<file path="config.mk">
export PLATFORM = sky130hd
export DESIGN_NAME = clk_div_bank
export DESIGN_NICKNAME = d
export VERILOG_FILES = /design/src/rtl/clk_div_pkg.sv /design/src/rtl/clk_div_chan.sv /design/src/rtl/clk_div_bank.sv
export SDC_FILE = /design/constraint.sdc
export NUM_CORES = 1
export LEC_CHECK = 0
export CAP_MARGIN = 15
export CORE_MARGIN = 2
export CORE_UTILIZATION = 53
export DETAILED_ROUTE_END_ITERATION = 12
export GPL_TIMING_DRIVEN = 0
export HOLD_SLACK_MARGIN = 0.15
export PLACE_DENSITY = 0.87
export REMOVE_ABC_BUFFERS = 1
export SYNTH_ARGS = -nofsm -noshare
export SYNTH_HDL_FRONTEND = slang
export SYNTH_SLANG_ARGS = --single-unit
export TNS_END_PERCENT = 1
</file>
<file path="constraint.sdc">
create_clock -name clk -period 1.71 [get_ports clk]
set_input_delay 0.342 -clock clk [delete_from_list [all_inputs] [get_ports clk]]
set_output_delay 0.342 -clock clk [all_outputs]
set_load 0.02 [all_outputs]
</file>
<file path="src/rtl/clk_div_pkg.sv">
`default_nettype none
// ============================================================================
// Module  : clk_div_pkg
// Brief   : Shared types and helpers for the clock divider bank.
// Revision: 1.0 - initial release
// ============================================================================
package clk_div_pkg;

    typedef enum logic [1:0] {
        IDLE      = 2'd0,
        RUN       = 2'd1,
        STOP_PEND = 2'd2
    } ch_state_t;

    // Widest divisor field for which the default-divisor helper stays exact.
    localparam int DEF_DIV_MAX_W = 31;

    // Largest divisor that fits in a field of the given width.
    function automatic int def_div_max(input int div_w);
        return (div_w >= DEF_DIV_MAX_W) ? 32'h7fff_ffff : ((1 << div_w) - 1);
    endfunction

    // Channel-select width; never narrower than one bit.
    function automatic int ch_w(input int nch);
        return (nch > 1) ? $clog2(nch) : 1;
    endfunction

endpackage
`default_nettype wire

</file>
<file path="src/rtl/clk_div_chan.sv">
`default_nettype none
// ============================================================================
// Module  : clk_div_chan
// Brief   : One divider channel: run/stop FSM, phase counter, divisor staging.
// Revision: 1.0 - initial release
// ============================================================================
module clk_div_chan
    import clk_div_pkg::*;
#(
    parameter int DIV_W   = 8,
    parameter int DEF_DIV = 4
) (
    input  logic             clk,
    input  logic             reset,
    input  logic             enable,
    input  logic             wr_en,
    input  logic [DIV_W-1:0] wr_div,
    output logic             clk_out,
    output logic             tick,
    output logic             running
);

    localparam logic [DIV_W-1:0] c_DEF_DIV = DIV_W'(DEF_DIV);

    ch_state_t        r_state,   w_state_nxt;
    logic [DIV_W-1:0] r_cnt,     w_cnt_nxt;
    logic [DIV_W-1:0] r_active,  w_active_nxt;
    logic [DIV_W-1:0] r_pending, w_pending_nxt;
    logic             r_clk,     w_clk_nxt;
    logic             r_tick;
    logic             w_wrap;

    always_comb begin
        w_wrap        = (r_cnt == r_active);
        w_state_nxt   = r_state;
        w_cnt_nxt     = r_cnt;
        w_clk_nxt     = r_clk;
        w_active_nxt  = r_active;
        w_pending_nxt = wr_en ? wr_div : r_pending;

        case (r_state)
            IDLE: begin
                w_cnt_nxt    = '0;
                w_clk_nxt    = 1'b0;
                w_active_nxt = w_pending_nxt;
                if (enable) begin
                    w_state_nxt = RUN;
                end
            end
            RUN, STOP_PEND: begin
                if (r_state == RUN && !enable && !r_clk) begin
                    // Low phase: stop immediately, nothing to finish.
                    w_state_nxt = IDLE;
                    w_cnt_nxt   = '0;
                end else begin
                    // Wrap uses the divisor in force now; a same-cycle write
                    // only lands in pending and waits for the next boundary.
                    if (w_wrap) begin
                        w_cnt_nxt    = '0;
                        w_clk_nxt    = ~r_clk;
                        w_active_nxt = r_pending;
                    end else begin
                        w_cnt_nxt = r_cnt + 1'b1;
                    end
                    if (enable) begin
                        w_state_nxt = RUN;
                    end else if (w_wrap && r_clk) begin
                        w_state_nxt = IDLE;
                    end else begin
                        w_state_nxt = STOP_PEND;
                    end
                end
            end
            default: begin
                w_state_nxt = IDLE;
                w_cnt_nxt   = '0;
                w_clk_nxt   = 1'b0;
            end
        endcase
    end

    always_ff @(posedge clk) begin
        if (!reset) begin
            r_state   <= IDLE;
            r_cnt     <= '0;
            r_active  <= c_DEF_DIV;
            r_pending <= c_DEF_DIV;
            r_clk     <= 1'b0;
            r_tick    <= 1'b0;
        end else begin
            r_state   <= w_state_nxt;
            r_cnt     <= w_cnt_nxt;
            r_active  <= w_active_nxt;
            r_pending <= w_pending_nxt;
            r_clk     <= w_clk_nxt;
            r_tick    <= w_clk_nxt & ~r_clk;
        end
    end

    assign clk_out = r_clk;
    assign tick    = r_tick;
    assign running = (r_state != IDLE);

endmodule
`default_nettype wire

</file>
<file path="src/rtl/clk_div_bank.sv">
`default_nettype none
// ============================================================================
// Module  : clk_div_bank
// Brief   : NCH independently enabled, runtime-programmable clock dividers.
// Revision: 1.0 - initial release
// ============================================================================
module clk_div_bank
    import clk_div_pkg::*;
#(
    parameter  int NCH     = 3,
    parameter  int DIV_W   = 8,
    parameter  int DEF_DIV = 4,
    localparam int CH_W    = ch_w(NCH)
) (
    input  logic             clk,
    input  logic             reset,
    input  logic [NCH-1:0]   ch_enable,
    input  logic             cfg_valid,
    output logic             cfg_ready,
    input  logic [CH_W-1:0]  cfg_chan,
    input  logic [DIV_W-1:0] cfg_div,
    output logic             cfg_err,
    output logic [NCH-1:0]   clk_out,
    output logic [NCH-1:0]   tick,
    output logic [NCH-1:0]   running
);

    logic        r_ready;
    logic        r_err;
    logic        w_wr;
    logic        w_bad_chan;
    logic [31:0] w_chan_ext;

    assign w_wr       = cfg_valid & r_ready;
    assign w_chan_ext = 32'(cfg_chan);
    assign w_bad_chan = (w_chan_ext >= 32'(NCH));

    always_ff @(posedge clk) begin
        if (!reset) begin
            r_ready <= 1'b0;
            r_err   <= 1'b0;
        end else begin
            r_ready <= 1'b1;
            r_err   <= w_wr & w_bad_chan;
        end
    end

    assign cfg_ready = r_ready;
    assign cfg_err   = r_err;

    for (genvar i = 0; i < NCH; i++) begin : g_chan
        logic w_wr_en;
        assign w_wr_en = w_wr & ~w_bad_chan & (cfg_chan == CH_W'(i));

        clk_div_chan #(
            .DIV_W   (DIV_W),
            .DEF_DIV (DEF_DIV)
        ) u_chan (
            .clk     (clk),
            .reset   (reset),
            .enable  (ch_enable[i]),
            .wr_en   (w_wr_en),
            .wr_div  (cfg_div),
            .clk_out (clk_out[i]),
            .tick    (tick[i]),
            .running (running[i])
        );
    end

endmodule
`default_nettype wire

</file>
==> results of run 1 <==
[what timing repair did]
| action | in CTS | in global routing |
|---|---|---|
| setup buffers | 13 | 0 |
| endpoints found under the setup margin | 56 | 67 |
| pin swaps | 3 | 3 |
| resized for setup | 24 | 20 |
[tightest hold or removal path: cells and delay by family, from the launching register on]
family           cells  cell delay (ns)
AO/OA/AOI/OAI        1             0.05
AND/OR/NAND/NOR      1             0.05
flip-flops           1             0.31
[final cells by class]
| cell class | instances | area, sq um |
|---|---|---|
| clock buffers | 11 | 131 |
| clock inverters | 4 | 72.6 |
| fillers | 623 | 2860 |
| inverters | 16 | 60.1 |
| multi-input cells | 339 | 2270 |
| flip-flops and latches | 86 | 1730 |
| well taps | 102 | 128 |
| repair buffers | 39 | 390 |
[logic make-up after synthesis]
kind of cell / share of synthesized area
AO/OA/AOI/OAI: 0.161
XOR/XNOR: 0.0966
adder cells (fa/ha/maj): 0.0392
buffers and inverters: 0.0528
flip-flops: 0.415
multiplexers: 0.00241
AND/OR/NAND/NOR: 0.233
[registers in the layout, summed over array words and instances (netlist names)]
signal,cells
g_chan.u_chan.r_state,6
g_chan.u_chan.clk_out,3
cfg_ready,1
cfg_err,1
g_chan.u_chan.r_active,24
g_chan.u_chan.tick,3
g_chan.u_chan.r_pending,24
g_chan.u_chan.r_cnt,24
[worst max path at each step]
| stage | endpoint | depth (start not counted) | slack [ns] | from |
|---|---|---|---|---|
| finish | g_chan[0].u_chan.r_pending[5] | 5 | -0.12 | cfg_valid |
| detailed placement | g_chan[0].u_chan.r_active[2] | 5 | -0.74 | cfg_chan[1] |
| floorplan | g_chan[0].u_chan.r_active[2] | 4 | 0.02 | cfg_ready |
| CTS | g_chan[2].u_chan.r_pending[1] | 5 | -0.1 | cfg_valid |
| global route | g_chan[2].u_chan.r_pending[1] | 5 | -0.32 | cfg_valid |
| global placement | g_chan[1].u_chan.r_cnt[7] | 4 | -1.27 | reset |
[metal layers]
layer / GRT usage / routed length [um]
met3: 0.0399 / 330
met2: 0.339 / 4200
met5: 0 / 0
met1: 0.256 / 3810
met4: 0.0721 / 113
[cells in the mapped netlist, types with 2 or more instances]
master / n / share of area
xnor2_2: 2 / 0.0078
o211ai_1: 2 / 0.0036
or3_1: 2 / 0.0030
o21ai_1: 3 / 0.0036
or3b_1: 3 / 0.0063
o211a_1: 21 / 0.051
nand2_1: 76 / 0.069
a21boi_1: 11 / 0.020
a21boi_0: 12 / 0.022
ha_1: 13 / 0.039
nor2_1: 36 / 0.033
buf_6: 3 / 0.0081
nor4_1: 3 / 0.0045
nand3_2: 6 / 0.014
dfxtp_1: 86 / 0.42
nor3_1: 4 / 0.0048
buf_4: 9 / 0.016
xnor2_1: 27 / 0.057
xor2_1: 15 / 0.032
nand4_2: 3 / 0.0091
inv_1: 16 / 0.014
and3_1: 9 / 0.014
o21ai_0: 24 / 0.029
clkbuf_1: 14 / 0.013
nor2_2: 3 / 0.0045
nor3b_1: 3 / 0.0054
o32ai_4: 3 / 0.020
nand4b_1: 2 / 0.0042
nand4_1: 3 / 0.0045
a21oi_1: 4 / 0.0048
or2_1: 2 / 0.0030
nand3_1: 36 / 0.043
nor2b_1: 2 / 0.0030
o21a_1: 2 / 0.0036
[through the flow]
stage | setup slack (ns) | hold slack (ns) | instance area, sq um | util | TNS (ns)
4_1_cts | -0.0992 | 0.460 | 4740 | 0.620 | -1.25
6_report | -0.119 | 0.458 | 4790 | 0.626 | -1.25
2_1_floorplan | 0.0220 | 0.370 | 3990 | - | 0
3_5_place_dp | -0.739 | 0.444 | 4370 | 0.571 | -26.99
5_1_grt | -0.319 | 0.481 | 4790 | 0.626 | -6.24
3_3_place_gp | -1.27 | 0.438 | 4380 | 0.572 | -76.30
[report_power, final]
group | internal [mW] | total (mW) | leakage, nW | switching (mW)
logic | 0.259 | 0.564 | 1.18 | 0.305
registers | 2.07 | 2.13 | 0.702 | 0.0564
clock network | 0.814 | 1.50 | 0.0994 | 0.686
total | 3.15 | 4.19 | 1.99 | 1.05
==> metrics.csv, run 1 <==
stage,metric,value,unit
finish,"commonest non-fill, non-tap cells in the layout","dfxtp_1 (79), nand2_1 (74), nand3_1 (36)",
logic_synthesis,Syn Inst Count,468,
clock_tree,clk slew on worst S/H paths,0.08,ns
floorplan,total I/O pin count,27,
setup_path,CP Launch Type,primary input,
setup_path,cell mode on critical path,nand2_1,
clock_tree,CTS buffer count,9,
routing,DRC,0,
finish,Area Growth Syn to Fin,15.4,%
clock_tree,worst skew pair latency,0.35,ns
timing,final setup vio count,24,
power_and_ir_drop,Max VDD drop,0.000399,V
setup_path,WP buf/inv,1,
finish,share of cells above drive strength 1,0.145,
setup_path,crit path max fanout,8,
placed_design,routability cong.,0.793,
timing,final setup skew,0.00776,ns
logic_synthesis,synthesized flop and latch total,86,
setup_path,Worst Setup Path Type,in -> reg,
floorplan,Die Area,8550,sq um
power_and_ir_drop,Design Power,4.19,mW
global_routing,largest net degree at the start of global routing,61,
setup_path,Reg2Reg Depth,8,
routing,Pre-Repair DR Iteration Count,4,
clock_tree,H-tree depth,3,
timing,max-slew violation count,0,
timing,maximum clock rate,547,MHz
routing,via count,3328,
floorplan,core area,7650,sq um
placed_design,placed cell count,569,
routing,DR WL/cell,14.2,um
power_and_ir_drop,power per cell area,876,nW/um^2
clock_tree,"Hold-fix buffers, CTS",0,
setup_path,largest stage delay on the critical path,0.76,ns
routing,Vias/cell,5.57,
run,max-cap viol count,0,
logic_synthesis,warnings from Yosys,0,
routing,Routed Antenna Nets,0,
timing,fin crit share,1.07,
logic_synthesis,"Top FF cell, synth",dfxtp_1,
timing,slew margin rel.,0.335,
logic_synthesis,Post-synth EDFFs,0,
timing,Hold Fails Final Rpt,0,
global_routing,GR Util All Layers,0.201,
outcome,outcome,finished with violations,
power_and_ir_drop,Leakage,1.99,nW
setup_path,Crit path max-delay family,simple AND/OR/NAND/NOR gates,
setup_path,flop-to-flop setup slack,-0.06,ns
logic_synthesis,post-synthesis sequential area ratio,0.415,
finish,fin nets,520,
hold_path,hold crit path type,reg -> reg,
setup_path,crit path DAT,2.10,ns
logic_synthesis,"FFs w/ async S/R, synth",0,
setup_path,Worst setup EP type,register,
clock_tree,Clock Root Buffer,clkbuf_8,
finish,Layout Cells excl Fill,597,
floorplan,row cnt,32,
setup_path,Slowest cell on crit path,nor3_1,
timing,post-route minimum period,1.83,ns
clock_tree,clk buf depth,2,
routing,final wirelength,8460,um
placed_design,number of port buffers,26,
finish,antenna fix cells,0,
timing,slew of the pin with the lowest slew margin,0.990,ns
clock_tree,clock tree sinks,86,
hold_path,beginning of the worst hold path,g_chan[2].u_chan.r_pending[7],
setup_path,WP data required,1.98,ns
setup_path,R2R Path End,g_chan[2].u_chan.r_active[3],
floorplan,starting density of the core,0.542,
hold_path,Hold Crit Depth,2,
global_routing,vias in the first global route,2993,
floorplan,chip width,92.5,um
setup_path,"Cell Chain, Critical Path","clkdlybuf4s50_1, nand2_1, nor3_1, nand2_1, a21boi_0",
finish,"commonest non-fill, non-tap cell in the layout",dfxtp_1,
timing,final worst slack,-0.119,ns
outcome,failing checks,setup timing,
timing,unrepaired setup endpoints after global routing,yes,
placed_design,DP HPWL,5520,um
logic_synthesis,Mean Syn Cell Area,8.86,sq um
logic_synthesis,library cells used by synthesis,42,
logic_synthesis,synthesized area,4150,sq um
hold_path,WHS Endpoint,g_chan[2].u_chan.r_pending[7],
routing,1st-iter DRT viols,135,
global_routing,first-pass GRT wire length,13700,um
global_routing,grt total ovfl,0,
floorplan,die height,92.5,um
clock_tree,CTS tree,yes,
global_routing,initial antenna violation count,0,
setup_path,worst flop-to-flop path startpoint,g_chan[2].u_chan.r_state[1],
No activity file was read; power rests on OpenSTA's default activity.
==> inputs of run 2 (changes only) <==
--- a/config.mk
+++ b/config.mk
@@ -7,11 +7,10 @@
 export LEC_CHECK = 0
 export CAP_MARGIN = 15
 export CORE_MARGIN = 2
-export CORE_UTILIZATION = 53
+export CORE_UTILIZATION = 45
 export DETAILED_ROUTE_END_ITERATION = 12
-export GPL_TIMING_DRIVEN = 0
 export HOLD_SLACK_MARGIN = 0.15
-export PLACE_DENSITY = 0.87
+export PLACE_DENSITY = 0.75
 export REMOVE_ABC_BUFFERS = 1
 export SYNTH_ARGS = -nofsm -noshare
 export SYNTH_HDL_FRONTEND = slang
==> constraint.sdc (replaced) <==
create_clock -name clk -period 1.9 [get_ports clk]
set_input_delay 0.38 -clock clk [delete_from_list [all_inputs] [get_ports clk]]
set_output_delay 0.38 -clock clk [all_outputs]
set_load 0.02 [all_outputs]
==> run 2 against run 1 <==
The flow now finishes without violations. Non-clock buffer count increased by 17. Count of clock-buffer cells in the layout fell by 1. Routed wire length decreased by 3.1%. Via count hardly changed. Clock power fell by 14%. Largest power group unchanged.
==> metrics.csv, run 2 (synthesis gave the netlist of run 1 again) <==
stage,metric,value,unit
placed_design,routability cong.,0.798,
floorplan,total I/O pin count,27,
setup_path,Worst Setup Path Type,reg -> out,
setup_path,Slowest cell on crit path,clkdlybuf4s50_1,
finish,fin nets,537,
hold_path,hold crit path type,in -> reg,
finish,share of cells above drive strength 1,0.135,
setup_path,crit path DAT,1.43,ns
routing,Pre-Repair DR Iteration Count,4,
timing,final worst slack,0.0907,ns
floorplan,Die Area,10000,sq um
timing,max-slew violation count,0,
power_and_ir_drop,power per cell area,766,nW/um^2
timing,final setup TNS,0,ns
routing,DRC,0,
finish,"commonest non-fill, non-tap cell in the layout",dfxtp_1,
setup_path,WP data required,1.52,ns
timing,unrepaired setup endpoints after global routing,yes,
setup_path,Crit path max-delay family,buffers and inverters,
setup_path,Reg2Reg Depth,7,
routing,1st-iter DRT viols,145,
clock_tree,worst skew pair latency,0.35,ns
placed_design,number of port buffers,26,
floorplan,die height,100,um
global_routing,vias in the first global route,3246,
hold_path,WHS Endpoint,g_chan[2].u_chan.r_state[1],
setup_path,largest stage delay on the critical path,0.64,ns
routing,Vias/cell,5.33,
timing,final setup skew,0.00773,ns
timing,maximum clock rate,553,MHz
global_routing,first-pass GRT wire length,14300,um
clock_tree,CTS buffer count,9,
setup_path,CP Launch Type,register,
placed_design,placed cell count,607,
timing,Hold Fails Final Rpt,0,
setup_path,R2R Path End,g_chan[0].u_chan.r_active[5],
setup_path,"Cell Chain, Critical Path",clkdlybuf4s50_1,
run,max-cap viol count,0,
global_routing,largest net degree at the start of global routing,26,
finish,Seq. cell area,1730,sq um
setup_path,Worst setup EP type,output pin,
timing,final setup vio count,0,
finish,antenna fix cells,0,
clock_tree,CTS tree,yes,
global_routing,initial antenna violation count,0,
clock_tree,clk buf depth,2,
routing,DR WL/cell,13.1,um
power_and_ir_drop,Leakage,2.01,nW
timing,slew margin rel.,0.615,
hold_path,Hold Crit Depth,2,
clock_tree,H-tree depth,3,
floorplan,chip width,100,um
outcome,outcome,finished clean,
setup_path,WP buf/inv,1,
setup_path,flop-to-flop setup slack,0.11,ns
floorplan,row cnt,35,
routing,Routed Antenna Nets,0,
clock_tree,"Hold-fix buffers, CTS",0,
clock_tree,clock tree sinks,86,
setup_path,worst flop-to-flop path startpoint,g_chan[0].u_chan.r_state[1],
timing,WHS,0.394,ns
floorplan,starting density of the core,0.455,
finish,# fillers,844,
placed_design,Setup Slack @ Placement,-0.226,ns
finish,Util after Layout,0.529,
power_and_ir_drop,Max VDD drop,0.000336,V
global_routing,grt total ovfl,0,
timing,post-route minimum period,1.81,ns
finish,area taken by multi-input logic gates,2210,sq um
routing,final wirelength,8190,um
finish,Layout Cells excl Fill,624,
global_routing,GR Util All Layers,0.175,
finish,Area Growth Syn to Fin,16.2,%
timing,slew of the pin with the lowest slew margin,0.578,ns
hold_path,beginning of the worst hold path,reset,
placed_design,DP HPWL,5980,um
setup_path,crit path max fanout,6,
clock_tree,Clock Root Buffer,clkbuf_8,
finish,"commonest non-fill, non-tap cells in the layout","dfxtp_1 (83), nand2_1 (76), nor2_1 (36), nand3_1 (36), buf_4 (29)",
floorplan,core area,9110,sq um
timing,fin crit share,0.952,
finish,biggest regs,"g_chan.u_chan.r_active: 24 flops, g_chan.u_chan.r_cnt: 24 flops, g_chan.u_chan.r_pending: 24 flops",
routing,via count,3325,
clock_tree,clk slew on worst S/H paths,0.09,ns
## run 2: cell count changes in the layout (fill, tap and decap cells not counted), moves of 3 or more
cell | previous run | this run
clkdlybuf4s50_1 | 18 | 22
or3b_4 | 3 | 0
buf_12 | 4 | 1
dfxtp_2 | 7 | 3
dfxtp_1 | 79 | 83
or3b_1 | 0 | 3
ha_1 | 8 | 11
buf_4 | 8 | 29
## run 2: worst max path at each step
stage                                      from                            to  slack, ns  depth (start not counted)
floorplan                             cfg_ready  g_chan[0].u_chan.r_active[2]       0.21                          4
global placement                   ch_enable[1]  g_chan[1].u_chan.r_active[2]      -0.12                          6
detailed placement                 ch_enable[1]  g_chan[1].u_chan.r_active[3]      -0.23                          6
CTS                   g_chan[1].u_chan.r_cnt[5]  g_chan[1].u_chan.r_active[3]      -0.01                          5
global route        g_chan[0].u_chan.r_state[1]  g_chan[0].u_chan.r_active[4]      -0.03                          7
finish                 g_chan[2].u_chan.clk_out                    clk_out[2]       0.09                          1
## run 2: timing repair
action	CTS	global route
setup buffers	0	1
setup endpoints to repair	4	30
pin swaps	0	3
gates resized for setup	3	7
## run 2: area by class of cell
class,instances,share of cell area
Clock buffer,10,0.0265
Tap cell,111,0.0288
Multi-Input combinational cell,339,0.459
Clock inverter,6,0.0145
Inverter,16,0.0125
Sequential cell,86,0.358
Timing Repair Buffer,56,0.101
## run 2: per-stage QoR
| step | total power [mW] | cell area [sq um] |
|---|---|---|
| floorplan | 2.23 | 3990 |
| global placement | 2.41 | 4600 |
| detailed placement | 2.43 | 4600 |
| CTS | 3.72 | 4790 |
| global route | 3.87 | 4820 |
| finish | 3.69 | 4820 |
## run 2: metal layers
metal / global-route usage / up-vias / routed length, um
met5: 0 / - / 0
met4: 0.0822 / 0 / 200
met3: 0.0306 / 17 / 236
met2: 0.289 / 53 / 3920
met1: 0.223 / 1578 / 3840
li1: - / 1677 / -
## run 2: power by group
| group | internal [mW] | leakage (nW) | switching (mW) |
|---|---|---|---|
| clock | 0.617 | 0.0895 | 0.673 |
| combinational | 0.224 | 1.22 | 0.265 |
| sequential | 1.86 | 0.700 | 0.0446 |
